**config.mk**
```make
export PLATFORM = sky130hd
export DESIGN_NAME = sketch_counter_sched
export DESIGN_NICKNAME = d
export VERILOG_FILES = /design/src/rtl/sketch_counter_sched_pkg.sv /design/src/rtl/fallthrough_small_fifo.sv /design/src/rtl/sketch_counter_sched_alu.sv /design/src/rtl/sketch_counter_sched.sv
export SDC_FILE = /design/constraint.sdc
export NUM_CORES = 1
export LEC_CHECK = 0
export CORE_ASPECT_RATIO = 0.9
export CORE_MARGIN = 8
export CORE_UTILIZATION = 35
export DETAILED_ROUTE_END_ITERATION = 7
export HOLD_SLACK_MARGIN = 0.02
export PLACE_DENSITY_LB_ADDON = 0.08
export RECOVER_POWER = 100
export SLEW_MARGIN = 20
export SYNTH_ARGS = -nofsm -noshare
export SYNTH_HDL_FRONTEND = slang
export SYNTH_SLANG_ARGS = --single-unit
```
**constraint.sdc**
```tcl
create_clock -name clk -period 7.2 [get_ports clk]
set_input_delay 0.72 -clock clk [delete_from_list [all_inputs] [get_ports clk]]
set_output_delay 0.72 -clock clk [all_outputs]
set_load 0.1 [all_outputs]
```
**src/rtl/sketch_counter_sched_pkg.sv**
```systemverilog
// Shared widths, update-function encodings and scheduler state encodings
// for the sketch counter read-modify-write scheduler.
package sketch_counter_sched_pkg;

    localparam int SRAM_ADDR_WIDTH = 19;
    localparam int SRAM_DATA_WIDTH = 36;
    localparam int CNT_WIDTH       = 32;
    localparam int FIFO_DEPTH_BITS = 2;
    localparam int UPD_REQ_WIDTH   = SRAM_ADDR_WIDTH + 2 + CNT_WIDTH;

    localparam logic [1:0] UPD_FUNC_ADD = 2'd0;
    localparam logic [1:0] UPD_FUNC_MAX = 2'd1;
    localparam logic [1:0] UPD_FUNC_SET = 2'd2;
    localparam logic [1:0] UPD_FUNC_SUB = 2'd3;

    typedef enum logic [2:0] {
        ST_IDLE    = 3'd0,
        ST_RD_REQ  = 3'd1,
        ST_RD_WAIT = 3'd2,
        ST_WR_REQ  = 3'd3,
        ST_ACK     = 3'd4
    } sched_state_t;

    typedef enum logic {
        GRANT_UPD = 1'b0,
        GRANT_SW  = 1'b1
    } grant_t;

endpackage

```
**src/rtl/fallthrough_small_fifo.sv**
```systemverilog
// Small first-word-fallthrough FIFO: dout always shows the head entry
// whenever empty is low.
module fallthrough_small_fifo #(
    parameter int WIDTH          = 72,
    parameter int MAX_DEPTH_BITS = 3
) (
    input  logic [WIDTH-1:0] din,
    input  logic             wr_en,
    input  logic             rd_en,
    output logic [WIDTH-1:0] dout,
    output logic             full,
    output logic             empty,
    input  logic             reset,
    input  logic             clk
);

    localparam int DEPTH = 1 << MAX_DEPTH_BITS;
    localparam logic [MAX_DEPTH_BITS-1:0] PTR_ONE  = MAX_DEPTH_BITS'(1);
    localparam logic [MAX_DEPTH_BITS:0]   CNT_ONE  = (MAX_DEPTH_BITS + 1)'(1);
    localparam logic [MAX_DEPTH_BITS:0]   CNT_FULL = (MAX_DEPTH_BITS + 1)'(DEPTH);

    logic [WIDTH-1:0]          mem [DEPTH];
    logic [MAX_DEPTH_BITS-1:0] wr_ptr;
    logic [MAX_DEPTH_BITS-1:0] rd_ptr;
    logic [MAX_DEPTH_BITS:0]   depth;
    logic                      push;
    logic                      pop;

    assign full  = (depth == CNT_FULL);
    assign empty = (depth == '0);
    assign dout  = mem[rd_ptr];
    assign push  = wr_en && !full;
    assign pop   = rd_en && !empty;

    always_ff @(posedge clk) begin
        if (push) begin
            mem[wr_ptr] <= din;
        end
    end

    always_ff @(posedge clk or posedge reset) begin
        if (reset) begin
            wr_ptr <= '0;
            rd_ptr <= '0;
            depth  <= '0;
        end else begin
            if (push) begin
                wr_ptr <= wr_ptr + PTR_ONE;
            end
            if (pop) begin
                rd_ptr <= rd_ptr + PTR_ONE;
            end
            case ({push, pop})
                2'b10:   depth <= depth + CNT_ONE;
                2'b01:   depth <= depth - CNT_ONE;
                default: depth <= depth;
            endcase
        end
    end

endmodule

```
**src/rtl/sketch_counter_sched_alu.sv**
```systemverilog
// Combinational counter update: saturating add/sub, max and set on
// unsigned counter words.
module counter_alu
    import sketch_counter_sched_pkg::*;
(
    input  logic [CNT_WIDTH-1:0] old_cnt,
    input  logic [CNT_WIDTH-1:0] value,
    input  logic [1:0]           func,
    output logic [CNT_WIDTH-1:0] new_cnt
);

    logic [CNT_WIDTH:0] sum;

    assign sum = {1'b0, old_cnt} + {1'b0, value};

    always_comb begin
        new_cnt = old_cnt;
        unique case (func)
            UPD_FUNC_ADD: new_cnt = sum[CNT_WIDTH] ? '1 : sum[CNT_WIDTH-1:0];
            UPD_FUNC_MAX: new_cnt = (value > old_cnt) ? value : old_cnt;
            UPD_FUNC_SET: new_cnt = value;
            UPD_FUNC_SUB: new_cnt = (value > old_cnt) ? '0 : (old_cnt - value);
            default:      new_cnt = old_cnt;
        endcase
    end

endmodule

```
**src/rtl/sketch_counter_sched.sv**
```systemverilog
// Read-modify-write scheduler for the sketch counter SRAM: queues counter
// updates, arbitrates them against host accesses, one SRAM op in flight.
//
// state      | meaning
// -----------+-------------------------------------------------------------
// ST_IDLE    | pick next op: queued update or host access (round-robin)
// ST_RD_REQ  | SRAM read request outstanding, waiting for sram_ack
// ST_RD_WAIT | read accepted, waiting for sram_rd_vld
// ST_WR_REQ  | SRAM write request outstanding, waiting for sram_ack
// ST_ACK     | host op complete; sw_ack pulses on the following cycle
module sketch_counter_sched
    import sketch_counter_sched_pkg::*;
(
    input  logic                       clk,
    input  logic                       reset,
    input  logic                       upd_valid,
    output logic                       upd_ready,
    input  logic [SRAM_ADDR_WIDTH-1:0] upd_addr,
    input  logic [1:0]                 upd_func,
    input  logic [CNT_WIDTH-1:0]       upd_value,
    input  logic                       sw_req,
    input  logic                       sw_wr,
    input  logic [SRAM_ADDR_WIDTH-1:0] sw_addr,
    input  logic [CNT_WIDTH-1:0]       sw_wr_data,
    output logic                       sw_ack,
    output logic [CNT_WIDTH-1:0]       sw_rd_data,
    output logic                       sram_req,
    output logic                       sram_rd_wr_L,
    output logic [SRAM_ADDR_WIDTH-1:0] sram_addr,
    output logic [SRAM_DATA_WIDTH-1:0] sram_wr_data,
    input  logic                       sram_ack,
    input  logic [SRAM_DATA_WIDTH-1:0] sram_rd_data,
    input  logic                       sram_rd_vld,
    output logic [CNT_WIDTH-1:0]       upd_done,
    output logic                       busy
);

    localparam logic [CNT_WIDTH-1:0] CNT_ONE = CNT_WIDTH'(1);

    sched_state_t state_q, state_d;
    grant_t       last_grant_q;

    logic [UPD_REQ_WIDTH-1:0]   fifo_din;
    logic [UPD_REQ_WIDTH-1:0]   fifo_dout;
    logic                       fifo_full;
    logic                       fifo_empty;
    logic                       fifo_pop;
    logic [SRAM_ADDR_WIDTH-1:0] head_addr;
    logic [1:0]                 head_func;
    logic [CNT_WIDTH-1:0]       head_value;

    logic                       op_is_sw_q;
    logic [SRAM_ADDR_WIDTH-1:0] op_addr_q;
    logic [1:0]                 op_func_q;
    logic [CNT_WIDTH-1:0]       op_value_q;

    logic                       upd_cand;
    logic                       sw_cand;
    logic                       grant_upd;
    logic                       grant_sw;
    logic                       issue_rd;
    logic                       issue_wr;
    logic                       sw_rd_load;
    logic                       done_inc;
    logic [SRAM_ADDR_WIDTH-1:0] sram_addr_d;
    logic [CNT_WIDTH-1:0]       wr_cnt_d;
    logic [CNT_WIDTH-1:0]       alu_new;
    logic                       rd_hi_unused;

    assign fifo_din                           = {upd_addr, upd_func, upd_value};
    assign {head_addr, head_func, head_value} = fifo_dout;
    assign upd_ready                          = !fifo_full;
    assign busy                               = (state_q != ST_IDLE) || !fifo_empty;
    assign rd_hi_unused                       = ^sram_rd_data[SRAM_DATA_WIDTH-1:CNT_WIDTH];

    fallthrough_small_fifo #(
        .WIDTH          (UPD_REQ_WIDTH),
        .MAX_DEPTH_BITS (FIFO_DEPTH_BITS)
    ) u_upd_fifo (
        .din   (fifo_din),
        .wr_en (upd_valid && upd_ready),
        .rd_en (fifo_pop),
        .dout  (fifo_dout),
        .full  (fifo_full),
        .empty (fifo_empty),
        .reset (reset),
        .clk   (clk)
    );

    counter_alu u_alu (
        .old_cnt (sram_rd_data[CNT_WIDTH-1:0]),
        .value   (op_value_q),
        .func    (op_func_q),
        .new_cnt (alu_new)
    );

    // A host request is ignored while its own ack is still showing, so a
    // held sw_req cannot be granted twice.
    assign upd_cand = !fifo_empty;
    assign sw_cand  = sw_req && !sw_ack;

    always_ff @(posedge clk or posedge reset) begin
        if (reset) begin
            state_q <= ST_IDLE;
        end else begin
            state_q <= state_d;
        end
    end

    always_comb begin
        state_d     = state_q;
        fifo_pop    = 1'b0;
        grant_upd   = 1'b0;
        grant_sw    = 1'b0;
        issue_rd    = 1'b0;
        issue_wr    = 1'b0;
        sw_rd_load  = 1'b0;
        done_inc    = 1'b0;
        sram_addr_d = op_addr_q;
        wr_cnt_d    = op_value_q;
        unique case (state_q)
            ST_IDLE: begin
                if (upd_cand && (!sw_cand || last_grant_q == GRANT_SW)) begin
                    grant_upd   = 1'b1;
                    fifo_pop    = 1'b1;
                    issue_rd    = 1'b1;
                    sram_addr_d = head_addr;
                    state_d     = ST_RD_REQ;
                end else if (sw_cand) begin
                    grant_sw    = 1'b1;
                    sram_addr_d = sw_addr;
                    if (sw_wr) begin
                        issue_wr = 1'b1;
                        wr_cnt_d = sw_wr_data;
                        state_d  = ST_WR_REQ;
                    end else begin
                        issue_rd = 1'b1;
                        state_d  = ST_RD_REQ;
                    end
                end
            end
            ST_RD_REQ: begin
                if (sram_req && sram_ack) begin
                    state_d = ST_RD_WAIT;
                end
            end
            ST_RD_WAIT: begin
                if (sram_rd_vld) begin
                    if (op_is_sw_q) begin
                        sw_rd_load = 1'b1;
                        state_d    = ST_ACK;
                    end else begin
                        issue_wr = 1'b1;
                        wr_cnt_d = alu_new;
                        state_d  = ST_WR_REQ;
                    end
                end
            end
            ST_WR_REQ: begin
                if (sram_req && sram_ack) begin
                    if (op_is_sw_q) begin
                        state_d = ST_ACK;
                    end else begin
                        done_inc = 1'b1;
                        state_d  = ST_IDLE;
                    end
                end
            end
            ST_ACK: begin
                state_d = ST_IDLE;
            end
            default: begin
                state_d = ST_IDLE;
            end
        endcase
    end

    always_ff @(posedge clk or posedge reset) begin
        if (reset) begin
            last_grant_q <= GRANT_SW;
            op_is_sw_q   <= 1'b0;
            op_addr_q    <= '0;
            op_func_q    <= '0;
            op_value_q   <= '0;
            sram_req     <= 1'b0;
            sram_rd_wr_L <= 1'b0;
            sram_addr    <= '0;
            sram_wr_data <= '0;
            sw_ack       <= 1'b0;
            sw_rd_data   <= '0;
            upd_done     <= '0;
        end else begin
            sw_ack <= (state_q == ST_ACK);
            if (grant_upd) begin
                last_grant_q <= GRANT_UPD;
                op_is_sw_q   <= 1'b0;
                op_addr_q    <= head_addr;
                op_func_q    <= head_func;
                op_value_q   <= head_value;
            end
            if (grant_sw) begin
                last_grant_q <= GRANT_SW;
                op_is_sw_q   <= 1'b1;
                op_addr_q    <= sw_addr;
            end
            if (issue_rd || issue_wr) begin
                sram_req     <= 1'b1;
                sram_rd_wr_L <= issue_rd;
                sram_addr    <= sram_addr_d;
                sram_wr_data <= {{(SRAM_DATA_WIDTH - CNT_WIDTH){1'b0}}, wr_cnt_d};
            end else if (sram_req && sram_ack) begin
                sram_req <= 1'b0;
            end
            if (sw_rd_load) begin
                sw_rd_data <= sram_rd_data[CNT_WIDTH-1:0];
            end
            if (done_inc) begin
                upd_done <= upd_done + CNT_ONE;
            end
        end
    end

endmodule

```
* Word level (Yosys, flattened, before mapping)
Memories as Yosys holds them, arrays and structs flattened.
Index checks and enable logic that the tools add are counted.
** Cells by class
- $add $sub $neg :: 7
- Order comparisons :: 1
- Eq/ne operators :: 14
- Multiplexer cells :: 51
- Reductions and logical operators :: 21
** Operators with widths (count)
- 2-to-1 mux 32 bit :: 8
- one-hot mux 32 bit (4 select lines) :: 1
- 2-to-1 mux 19 bit :: 5
- one-hot mux 32 bit (2 select lines) :: 1
- adder 32 x 32 -> 33 bit :: 1
- adder 32 x 1 -> 32 bit (second input constant) :: 1
- > comparator 32 bit :: 1
- subtractor 32 bit :: 1
- 2-to-1 mux 1 bit :: 25
- 2-to-1 mux 3 bit :: 7
- one-hot mux 3 bit (4 select lines) :: 1
- == test 2 bit (second input constant) :: 3
- == test 3 x 2 -> 1 bit (second input constant) :: 2
- == test 3 bit (second input constant) :: 2
- logical AND 1 bit :: 6
- logical NOT 3 bit :: 2
- != test 2 bit (second input constant) :: 3
- one-hot mux 3 bit (2 select lines) :: 1
- nonzero test 2 bit :: 3
- adder 2 x 1 -> 2 bit (second input constant) :: 2
- == test 2 x 1 -> 1 bit (second input constant) :: 2
- logical NOT 1 bit :: 4
- AND reduction 4 bit :: 1
- adder 3 x 1 -> 3 bit (second input constant) :: 1
- 8 further kinds :: 10
** Word-level totals
- Flip-flop bits (word level) :: 183
- Memory bits (writable) :: 212
- Input bits :: 147
- Output and inout bits :: 124
- Word-level logic and storage cells :: 111
- Memories :: 1
** Memory list
- u_upd_fifo.mem :: depth 4, width 53, rd ports 1, clocked after memory_dff 0, wr ports 1, line fallthrough_small_fifo.sv:22 : logic [WIDTH-1:0] mem [DEPTH];

* Logic depth before layout (Yosys ltp)
Gate-level depths: netlist of the first run.
- Depth after elaboration :: 10
- Gate-level depth with buffers :: 15
- Mapped depth without buffers :: 13

* Cells and area by module
A second synthesis of the first run with hierarchy kept.
** Second synthesis, totals
- Cells, all modules :: 1676
- Area, all modules :: 20488.4 um^2
** By module, submodules not included
- fallthrough_small_fifo :: times used 1, cells each 315, area an instance 8145.3 um^2, seq. area each 6541.3 um^2
- sketch_counter_sched :: times used 1, cells each 617, area an instance 7498.4 um^2, seq. area each 4405.5 um^2
- counter_alu :: times used 1, cells each 744, area an instance 4844.6 um^2, seq. area each 0.0 um^2

* Least setup slack after synthesis of the first run
No wires, ideal clock.
- Kind :: in2reg
- From :: input port sram_rd_data[0]
- To :: register sram_wr_data[5]
- Library setup time :: 0.137 ns
- Arrival time :: 3.219 ns
- Required time :: 7.063 ns
- Path slack :: 3.844 ns
- Stages :: 14
- Path buffers :: 1
- Path through :: inv_1 ha_1 fa_1 nand2b_1 a21oi_1 o21bai_2 o311a_1 a21o_1 buf_2 a21boi_2 o22ai_1 o221a_1 o22ai_1 a21oi_1
** Between the ends
- Word-level cells in the longest chain between the ends :: 6
- Elaborated cells on any way between the ends :: 10
- Those cells by class :: 2 x add/sub; 1 x order compare; 7 x mux
** Ends and longest elaborated chain
- start: declaration :: line sketch_counter_sched.sv:32 : input logic [SRAM_DATA_WIDTH-1:0] sram_rd_data,
- subtractor 32 bit, or another cell as far along :: line sketch_counter_sched_alu.sv:22 : UPD_FUNC_SUB: new_cnt = (value > old_cnt) ? '0 : (old_cnt - value);
- 2-to-1 mux 32 bit, on equally long branches :: line sketch_counter_sched_alu.sv:22, sketch_counter_sched_alu.sv:19, sketch_counter_sched_alu.sv:20
- one-hot mux 32 bit (4 select lines) * :: line sketch_counter_sched_alu.sv:18 : unique case (func)
- 2-to-1 mux 32 bit * :: line sketch_counter_sched.sv:149 : if (op_is_sw_q) begin
- 2-to-1 mux 32 bit * :: line sketch_counter_sched.sv:148 : if (sram_rd_vld) begin
- one-hot mux 32 bit (2 select lines) * :: line sketch_counter_sched.sv:121 : unique case (state_q)
- end signal: assignment :: line sketch_counter_sched.sv:210 : sram_wr_data <= {{(SRAM_DATA_WIDTH - CNT_WIDTH){1'b0}}, wr_cnt_d};
- end: declaration :: line sketch_counter_sched.sv:30 : output logic [SRAM_DATA_WIDTH-1:0] sram_wr_data,
Every way passes the cells marked *; elsewhere a longest branch is shown, timed or not.
A chain may end at the register's enable or synchronous reset.

* Worst setup path in the final report of the first run
- From :: input port sw_req
- To :: register u_upd_fifo.depth[2]
** Between the ends
- Word-level cells in the longest chain between the ends :: 9
- Elaborated cells on any way between the ends :: 11
- Those cells by class :: 2 x eq/ne; 3 x mux; 6 x reduce/logical
** Ends and longest elaborated chain
- start: declaration :: line sketch_counter_sched.sv:21 : input logic sw_req,
- logical AND 1 bit * :: line sketch_counter_sched.sv:100 : assign sw_cand = sw_req && !sw_ack;
- logical NOT 1 bit * :: line sketch_counter_sched.sv:123 : if (upd_cand && (!sw_cand || last_grant_q == GRANT_SW)) begin
- logical OR 1 bit * :: line sketch_counter_sched.sv:123
- logical AND 1 bit * :: line sketch_counter_sched.sv:123
- 2-to-1 mux 1 bit * :: line sketch_counter_sched.sv:123
- 2-to-1 mux 1 bit * :: line sketch_counter_sched.sv:121
- logical AND 1 bit * :: line fallthrough_small_fifo.sv:33 : assign pop = rd_en && !empty;
- == test 2 x 1 -> 1 bit / == test 2 bit (equally long branches) :: line fallthrough_small_fifo.sv:53 : case ({push, pop})
- one-hot mux 3 bit (2 select lines) / nonzero test 2 bit (equally long branches)
- end signal: assignment :: line fallthrough_small_fifo.sv:54 : 2'b10: depth <= depth + CNT_ONE;
- end signal: assignment :: line fallthrough_small_fifo.sv:55 : 2'b01: depth <= depth - CNT_ONE;
- end signal: assignment :: line fallthrough_small_fifo.sv:56 : default: depth <= depth;
- end: declaration :: line fallthrough_small_fifo.sv:25 : logic [MAX_DEPTH_BITS:0] depth;
Marked as above.

==> results.txt, run 1 <==
status -> finished with violations
failing checks -> capacitance limit, slew limit
Post-Synth XOR/XNOR Area -> 3.39%
cts bufs inserted -> 46
FF-to-FF path depth -> 11
clock slew seen by the registers of the worst setup and hold paths -> 0.06 ns
routed len/inst -> 23.7 um
Yosys reg bits -> 395
largest net degree at the start of global routing -> 97
Hold/Removal Path Class -> reg -> reg
DRT iter0 DRCs -> 1091
Post-synth EDFFs -> 212
Final Hold Violating Endpoints -> 0
routability cong. -> 0.910
multiplexer area fraction after synthesis -> 9.77%
Area Overhead vs Synth -> 24.8%
Seq/Total Area, Yosys -> 55.0%
setup TNS -> 0 ns
Syn Inst Count -> 1695
most frequent cells after synthesis -> edfxtp_1, dfrtp_1, a21oi_1
CP arrival -> 6.09 ns
final routed DRC violation total -> 0
Slew Limit Fails -> 445
DIE AREA -> 64800 um2
CP Launch Type -> input port
number of global-route vias before repair -> 14800
final wirelength -> 65100 um
Lkg Pwr -> 9.34 nW
Worst Setup End Kind -> register
top cells by area, synth -> edfxtp_1, dfrtp_1, mux4_2, ha_1, a21oi_1
# IOs -> 271
Synth Area in Simple Gates -> 9.21%
First-pass DRT Iterations -> 7
Synth Flop Type -> edfxtp_1
hold-critical path depth -> 1
final cycle utilization of the critical path -> 77.5%
Max Cap Viol -> 10
starting density of the core -> 35.2%
Non-Filler Instances -> 2741
first-pass GRT wire length -> 97000 um
Die Span X -> 267 um
Cell Area, Synth -> 19900 um2
initial antenna violation count -> 16
Rel. slew slack -> -220%
final setup violation count -> 0
CTS root buf -> clkbuf_16
Crit path largest cell delay -> 2.40 ns
Synth Area per Inst -> 11.7 um2
gr usage total -> 19.7%
Post-Synth Adder-Cell Area -> 4.70%
total vias in the final route -> 14700
most frequent cell after synthesis -> edfxtp_1
Tightest Pin Transition -> 4.77 ns
Final min period -> 5.58 ns
Worst IR Drop VDD -> 0.202 mV
ratio of cells with drive above 1 in the final layout -> 11.2%
Syn. warnings -> 0
# rows -> 83
Clock Path Buffers -> 3
top cell type by total area after synthesis -> edfxtp_1
critical-path cell list -> dlygate4sd3_1 > nand2b_1 > buf_4 > nor2_1 > or2_0 > nor2_1 > ha_1 > inv_1 > fa_1 > xor2_1 > nor2_1 > xor2_1
Async S/R FF share, synth -> 46.3%
GRT Residual Overflow -> 0
Setup CP Type -> in -> reg
power per cell area -> 517 nW/um2
crit-path most repeated cell -> nor2_1
Compound-Gate Fraction of Synth Area -> 14.4%
Final Net Count -> 2150
critical path fanouts, max -> 35
CP max stage cell -> nor2_1
placed insts -> 2647
worst skew pair latency -> 0.59 ns
CTS tree -> yes
CTS resizes -> 0
clock skew -> 0.0161 ns
Crit path required time -> 7.71 ns
Max Freq -> 179 MHz
detailed-placement wirelength estimate -> 44700 um
post-CTS setup buffers -> 0
Synth cell types -> 83
post-synth top area share -> 32.0%
RSZ-0062 raised after global routing -> no
main combinational cell family by area after synthesis -> compound AO/OA/AOI/OAI gates
htree depth -> 2
fillers -> 5306
clock sink total -> 395
# port buffers -> 262
Hold-fix buffers, CTS -> 0
vias per std cell -> 5.37
DRT antenna net count -> 0
core area -> 56600 um2
Die H -> 242 um
## worst max-delay path, delay by kind of cell
family        cells  cell delay, ns
fa+ha+maj         2            0.84
xor+xnor          2            0.30
simple gates      5            3.36
buf+inv           3            0.88
## logic make-up after synthesis
family	Yosys count
AOI/OAI and AO/OA	456
xor gates and xnor gates	77
adders and majority gates	73
buffers and inverters	176
DFF	395
muxes	121
other	1
and+or+nand+nor	396
## placed cells by master, fill, tap and decap left out, drive strengths merged, types with 57 or more instances in the layout
| cell | n |
|---|---|
| a21oi | 144 |
| clkbuf | 76 |
| clkdlybuf4s50 | 86 |
| dfrtp | 182 |
| dlygate4sd3 | 176 |
| edfxtp | 212 |
| ha | 70 |
| inv | 79 |
| mux2 | 57 |
| nand2 | 119 |
| nor2 | 126 |
| o21ai | 127 |
| xnor2 | 59 |
## stage by stage
step	instance area (um2)	hold WS, ns	setup WS, ns	total power, mW	util [%]
floorplan	19900	0.464	1.51	8.49	-
global placement	23300	0.466	1.91	10.5	41.2
detailed placement	23300	0.470	1.88	10.6	41.2
CTS	24900	0.482	2.52	13.1	44.0
global route	24800	0.486	1.26	13.5	43.9
finish	24900	0.471	1.62	12.8	43.9
## area by class of cell
type	instances	area [um2]	share of cell area (%)
Clock buffer	70	1370	5.53
Multi-Input combinational cell	1127	8280	33.3
Antenna cell	9	22.5	0.0906
Timing Repair Buffer	282	2750	11.1
Sequential cell	395	11000	44.1
Inverter	78	294	1.18
Tap cell	765	957	3.85
Clock inverter	15	214	0.861
## routing by layer
layer	vias up	part of all wire, %	global-route usage [%]
met4	10	2.4	6.05
met1	7387	46	27.7
met3	105	6.6	4.41
met5	-	0.10	0
met2	429	45	29.9
li1	6776	-	-
## worst paths after layout
kind	start	end	slack [ns]
worst max-delay path	sw_req	u_upd_fifo.depth[2]	1.62
worst min-delay path	upd_done[31]	upd_done[31]	0.47
worst max register to register	sw_ack	u_upd_fifo.depth[2]	1.87
worst min register to register	upd_done[31]	upd_done[31]	0.47
max in group asynchronous	reset	sw_rd_data[14]	2.35
min in group asynchronous	reset	upd_done[24]	2.04
## state kept, by name, summed over array words and instances, names as in the netlist, 2 cells and up
register / cells
u_upd_fifo.mem: 212
op_value_q: 32
sram_wr_data: 32
sw_rd_data: 32
upd_done: 32
op_addr_q: 19
sram_addr: 19
state_q: 3
u_upd_fifo.depth: 3
op_func_q: 2
u_upd_fifo.rd_ptr: 2
u_upd_fifo.wr_ptr: 2
## power by group
group	total [mW]	internal [mW]	switching, mW
Clock	2.43	1.47	0.966
Sequential	3.57	3.11	0.457
Combinational	6.84	2.09	4.75
Total	12.8	6.67	6.17
No activity file was read; power rests on OpenSTA's default activity.
==> run 2: changes to the inputs <==
==> constraint.sdc (replaced) <==
create_clock -name clk -period 5.1 [get_ports clk]
set_input_delay 0.51 -clock clk [delete_from_list [all_inputs] [get_ports clk]]
set_output_delay 0.51 -clock clk [all_outputs]
set_load 0.1 [all_outputs]
==> run 2 against run 1 <==
Compared with the run above: the flow still finishes with violations (capacitance limit, slew limit); routed wire length increased by 0.33%; worst setup slack got worse by 0.92 ns; worst hold slack improved by 0.00053 ns; final cell count increased by 0.66%; combinational power increased by 42%; via count about the same; power increased by 41%; clock power increased by 40%.
==> results.txt, run 2 (synthesis results as in run 1) <==
status -> finished with violations
failing checks -> capacitance limit, slew limit
CTS resizes -> 0 (unchanged)
total vias in the final route -> 14700 (-0.088%)
GRT Residual Overflow -> 0 (unchanged)
RSZ-0062 raised after global routing -> no
cts bufs inserted -> 44 (-4.3%)
crit path to -> sram_wr_data[22]
final cycle utilization of the critical path -> 86.4%
Die H -> 242 um (unchanged)
final routed DRC violation total -> 0 (unchanged)
Biggest register -> u_upd_fifo.mem
Hold/Removal Path Class -> reg -> reg
beginning of the critical path -> sram_rd_data[21]
Worst Setup End Kind -> register
detailed-placement wirelength estimate -> 46300 um (+3.4%)
FF-to-FF path depth -> 11 (unchanged)
clock sink total -> 395 (unchanged)
worst skew pair latency -> 0.59 ns (about the same)
Max Freq -> 227 MHz
routability cong. -> 0.898 (-1.3%)
FF+latch area -> 11000 um2 (unchanged)
Multi-input gate area -> 8270 um2 (-0.11%)
first-pass GRT wire length -> 98400 um (+1.5%)
most frequent cells in the layout -> edfxtp_1, dfrtp_1, dlygate4sd3_1
power per cell area -> 727 nW/um2 (+41%)
ratio of cells with drive above 1 in the final layout -> 12.1% (+0.96 points)
# rows -> 83 (unchanged)
post-CTS setup buffers -> 0 (unchanged)
commonest non-fill, non-tap cell in the layout -> edfxtp_1
Clock Path Buffers -> 3 (unchanged)
starting density of the core -> 35.2% (unchanged)
CP arrival -> 4.81 ns (-1.28 ns)
DRT antenna net count -> 0 (unchanged)
CP Launch Type -> input port
final wirelength -> 65300 um (+0.33%)
critical path fanouts, max -> 14 (-60%)
Final Net Count -> 2171 (+0.98%)
# IOs -> 271 (unchanged)
gr usage total -> 19.9% (+0.22 points)
Area Overhead vs Synth -> 25.6%
clock skew -> 0.0305 ns (+0.0145 ns)
Tightest Pin Transition -> 2.93 ns (-1.85 ns)
CP max stage cell -> ha_1
number of flip-flops in the largest register -> 212 (unchanged)
Slew Limit Fails -> 277 (-38%)
Lkg Pwr -> 9.42 nW (+0.88%)
Top Family by Delay on Critical Path -> compound AO/OA/AOI/OAI gates
Die Span X -> 267 um (unchanged)
Setup CP Type -> in -> reg
Crit path required time -> 5.51 ns (-2.20 ns)
Max Cap Viol -> 8 (-2)
Worst R2R End -> sram_wr_data[22]
fillers -> 5319 (+0.25%)
core area -> 56600 um2 (unchanged)
setup TNS -> 0 ns (unchanged)
critical-path cell list -> dlygate4sd3_1 > ha_1 > nand4_1 > or3_1 > o311a_1 > a21oi_1 > o21ai_2 > buf_4 > a221o_1 > o311ai_0 > o211ai_1
DIE AREA -> 64800 um2 (unchanged)
Rel. slew slack -> -95.1% (+120 points)
clock slew seen by the registers of the worst setup and hold paths -> 0.06 ns (about the same)
CTS root buf -> clkbuf_16
DRT iter0 DRCs -> 951 (-13%)
Worst IR Drop VDD -> 0.304 mV (+51%)
initial antenna violation count -> 16 (unchanged)
Buffers & Inverters on Critical Path -> 2 (-1)
CTS tree -> yes
htree depth -> 2 (unchanged)
Final min period -> 4.40 ns
Final Hold Violating Endpoints -> 0 (unchanged)
vias per std cell -> 5.33 (-0.74%)
Layout Utilization -> 44.2% (+0.26 points)
number of cells on the critical path -> 11 (-1)
number of global-route vias before repair -> 15100 (+1.9%)
# port buffers -> 262 (unchanged)
Hold-fix buffers, CTS -> 0 (unchanged)
flop-to-flop setup slack -> 0.80 ns (-1.07 ns)
reg2reg start -> op_value_q[21]
Crit path largest cell delay -> 0.67 ns (-1.73 ns)
First-pass DRT Iterations -> 7 (unchanged)
final setup violation count -> 0 (unchanged)
routed len/inst -> 23.7 um (-0.32%)
largest net degree at the start of global routing -> 142 (+46%)
-- run 2: cell types whose count changed in the layout (fill, tap and decap cells not counted), sizes merged --
cell           delta
buf              +20
bufinv            +3
clkbuf           -10
clkinv            +1
clkdlybuf4s50     +1
clkinvlp          +3
inv               +1
dlygate4sd3       -1
-- run 2: per-stage QoR --
step	hold WS [ns]	instance area, um2	cells	power, mW	setup slack (ns)
final	0.471	25000	2759	18.2	0.696
after global routing	0.505	25000	2754	19.2	0.474
after CTS	0.478	25000	2750	18.5	1.20
after detailed placement	0.465	23500	2670	15.0	0.600
after global placement	0.460	23500	2670	14.9	0.679
after floorplan	0.464	19900	1698	12.0	1.81
-- run 2: worst min path at each step --
stage                        start             endpoint  cells after the start
6_report              upd_done[31]         upd_done[31]                      1
5_1_grt               upd_done[29]         upd_done[29]                      1
4_1_cts                      reset         upd_done[14]                      3
3_5_place_dp          upd_done[31]         upd_done[31]                      1
3_3_place_gp          upd_done[31]         upd_done[31]                      1
2_1_floorplan  u_upd_fifo.depth[2]  u_upd_fifo.depth[2]                      1
-- run 2: final cells by class --
type	count	share of cell area, %
diodes	9	0.0901
clock buffers	57	4.88
clock inverters	23	1.36
inverters	78	1.18
multi-input cells	1127	33.1
flip-flops and latches	395	43.8
well taps	765	3.83
repair buffers	305	11.8
-- run 2: power breakdown --
| part | switching (mW) | total (mW) | internal (mW) |
|---|---|---|---|
| Clock | 1.35 | 3.41 | 2.06 |
| Sequential | 0.668 | 5.04 | 4.37 |
| Combinational | 6.68 | 9.71 | 3.04 |
-- run 2: per-layer routing --
metal / wire length [um] / track usage [%] / up-vias
met1: 31000 / 28.4 / 7358
li1: - / - / 6797
met3: 3550 / 3.90 / 100
met5: 106 / 0 / -
met4: 1380 / 5.25 / 16
met2: 29300 / 30.6 / 423
==> run 3: changes to the inputs <==
==> constraint.sdc (replaced) <==
create_clock -name clk -period 4.85 [get_ports clk]
set_input_delay 0.485 -clock clk [delete_from_list [all_inputs] [get_ports clk]]
set_output_delay 0.485 -clock clk [all_outputs]
set_load 0.1 [all_outputs]
==> run 3 against run 2 <==
Compared with the run above: the run still ends with capacitance limit, slew limit left; combinational power grew 6%; critical path depth rose by 4; largest cell class unchanged; power increased by 5.8%; critical path type unchanged; die area unchanged; sequential share of layout area decreased by 0.28 points; worst hold slack improved by 0.0022 ns.
==> results.txt, run 3 (synthesis results as in run 1) <==
fillers -> 5332 (+0.24%)
largest net degree at the start of global routing -> 114 (-20%)
Hold-fix buffers, CTS -> 0 (unchanged)
Max Freq -> 239 MHz
starting density of the core -> 35.2% (unchanged)
post-CTS setup buffers -> 0 (unchanged)
Lkg Pwr -> 9.51 nW (+0.93%)
Rel. slew slack -> -97.2% (-2.1 points)
most frequent cells in the layout -> edfxtp_1, dfrtp_1, dlygate4sd3_1
CP arrival -> 4.58 ns (-0.23 ns)
DRT iter0 DRCs -> 1086 (+14%)
routability cong. -> 0.916 (+2.0%)
CP max stage cell -> dlygate4sd3_1
Crit path required time -> 5.24 ns (-0.27 ns)
Non-Filler Instances -> 2777 (+0.65%)
RSZ-0062 raised after global routing -> no
power per cell area -> 764 nW/um2 (+5.2%)
Max Cap Viol -> 7 (-1)
Die H -> 242 um (unchanged)
gr usage total -> 19.8% (-0.028 points)
Area Overhead vs Synth -> 26.4%
status -> finished with violations
htree depth -> 2 (unchanged)
vias per std cell -> 5.31 (-0.28%)
beginning of the critical path -> sram_rd_data[0]
Multi-input gate area -> 8270 um2 (about the same)
Biggest register -> u_upd_fifo.mem
First-pass DRT Iterations -> 5 (-2)
commonest non-fill, non-tap cell in the layout -> edfxtp_1
Die Span X -> 267 um (unchanged)
routed len/inst -> 23.6 um (about the same)
Setup CP Type -> in -> reg
# port buffers -> 262 (unchanged)
clock sink total -> 395 (unchanged)
final setup violation count -> 0 (unchanged)
Hold/Removal Path Class -> reg -> reg
Top Family by Delay on Critical Path -> compound AO/OA/AOI/OAI gates
number of flip-flops in the largest register -> 212 (unchanged)
reg2reg start -> u_upd_fifo.depth[0]
number of global-route vias before repair -> 15100 (+0.56%)
critical-path cell list -> dlygate4sd3_1 > inv_1 > ha_1 > fa_1 > nand2b_1 > a21oi_1 > o21bai_2 > o311a_1 > a21oi_4 > clkbuf_1 > o21ai_1 > buf_4 > a221o_1 > o21ai_0 > a21oi_1
detailed-placement wirelength estimate -> 46800 um (+1.2%)
Worst IR Drop VDD -> 0.328 mV (+7.7%)
placed insts -> 2684 (+0.52%)
Final Hold Violating Endpoints -> 0 (unchanged)
Slew Limit Fails -> 285 (+2.9%)
crit-path most repeated cell -> a21oi_1
clock skew -> 0.0327 ns (+0.00216 ns)
FF+latch area -> 11000 um2 (unchanged)
total vias in the final route -> 14700 (+0.37%)
CTS root buf -> clkbuf_16
final wirelength -> 65600 um (+0.57%)
first-pass GRT wire length -> 98000 um (-0.40%)
CTS resizes -> 0 (unchanged)
critical path fanouts, max -> 12 (-2)
Worst Setup End Kind -> register
CTS tree -> yes
Clock Path Buffers -> 3 (unchanged)
HP Start -> upd_done[31]
GRT Residual Overflow -> 0 (unchanged)
Tightest Pin Transition -> 2.96 ns (+0.0317 ns)
ratio of cells with drive above 1 in the final layout -> 12.9% (+0.73 points)
Buffers & Inverters on Critical Path -> 4 (+2)
Fin Hold WS -> 0.473 ns (+0.00223 ns)
DRT antenna net count -> 0 (unchanged)
final routed DRC violation total -> 0 (unchanged)
Crit path largest cell delay -> 0.69 ns (+0.02 ns)
final cycle utilization of the critical path -> 86.4%
Final Net Count -> 2187 (+0.74%)
DIE AREA -> 64800 um2 (unchanged)
initial antenna violation count -> 18 (+2)
# IOs -> 271 (unchanged)
CP Launch Type -> input port
failing checks -> capacitance limit, slew limit
cts bufs inserted -> 46 (+4.5%)
Final min period -> 4.19 ns
setup TNS -> 0 ns (unchanged)
# rows -> 83 (unchanged)
clock slew seen by the registers of the worst setup and hold paths -> 0.06 ns (about the same)
core area -> 56600 um2 (unchanged)
worst skew pair latency -> 0.61 ns (+0.02 ns)
[run 3: changes by cell type in the layout (fill, tap and decap cells not counted), sizes merged]
cell | before | now
buf | 34 | 45
bufinv | 7 | 4
clkbuf | 66 | 76
clkinv | 10 | 13
clkinvlp | 4 | 5
diode | 9 | 7
inv | 80 | 78
[run 3: metrics by stage]
step	area [um2]	setup WS (ns)	util (%)	power, mW
2_1_floorplan	19900	1.56	-	12.6
3_3_place_gp	23600	0.464	41.7	15.8
3_5_place_dp	23600	0.452	41.7	15.8
4_1_cts	25200	1.06	44.6	19.6
5_1_grt	25100	0.415	44.4	20.3
6_report	25200	0.657	44.5	19.2
[run 3: per-layer routing]
metal / routed length, um / vias up / GRT usage (%) / share of wire (%)
met3: 4260 / 115 / 4.42 / 6.5
met5: 89 / - / 0 / 0.14
met4: 1800 / 14 / 6.33 / 2.7
met1: 30400 / 7371 / 28.1 / 46
li1: - / 6825 / - / -
met2: 29100 / 424 / 29.9 / 44
[run 3: path summary, 6_finish.rpt]
path | cells after the start | end | slack, ns
worst min register to register | 1 | upd_done[31] | 0.47
max in group asynchronous | 3 | op_value_q[9] | 2.33
worst max register to register | 9 | sram_wr_data[19] | 0.79
min in group asynchronous | 2 | sw_rd_data[27] | 0.67
worst min-delay path | 1 | upd_done[31] | 0.47
worst max-delay path | 15 | sram_wr_data[4] | 0.66
[run 3: layout make-up]
class                   count  share of cell area [%]
inverters                  78                    1.17
well taps                 765                    3.80
diodes                      7                  0.0696
multi-input cells        1127                    32.9
repair buffers            319                    12.1
flip-flops and latches    395                    43.5
clock inverters            22                    1.11
clock buffers              64                    5.32
[run 3: power breakdown]
part           internal [mW]  leakage [nW]  switching (mW)
sequential              4.60          4.13           0.720
combinational           3.25          4.60            7.02
clock                   2.16         0.781            1.47
total                   10.0          9.51            9.22
[run 3: worst reg2reg max path, cell delays in order (launching register included)]
cell,delay (ns)
dfrtp_1,0.41
nor3_1,0.55
or2_0,1.12
nand2_1,0.17
nor2_1,0.73
buf_4,0.30
mux2i_1,0.18
o21ai_0,0.11
a211oi_1,0.25
a22oi_1,0.10
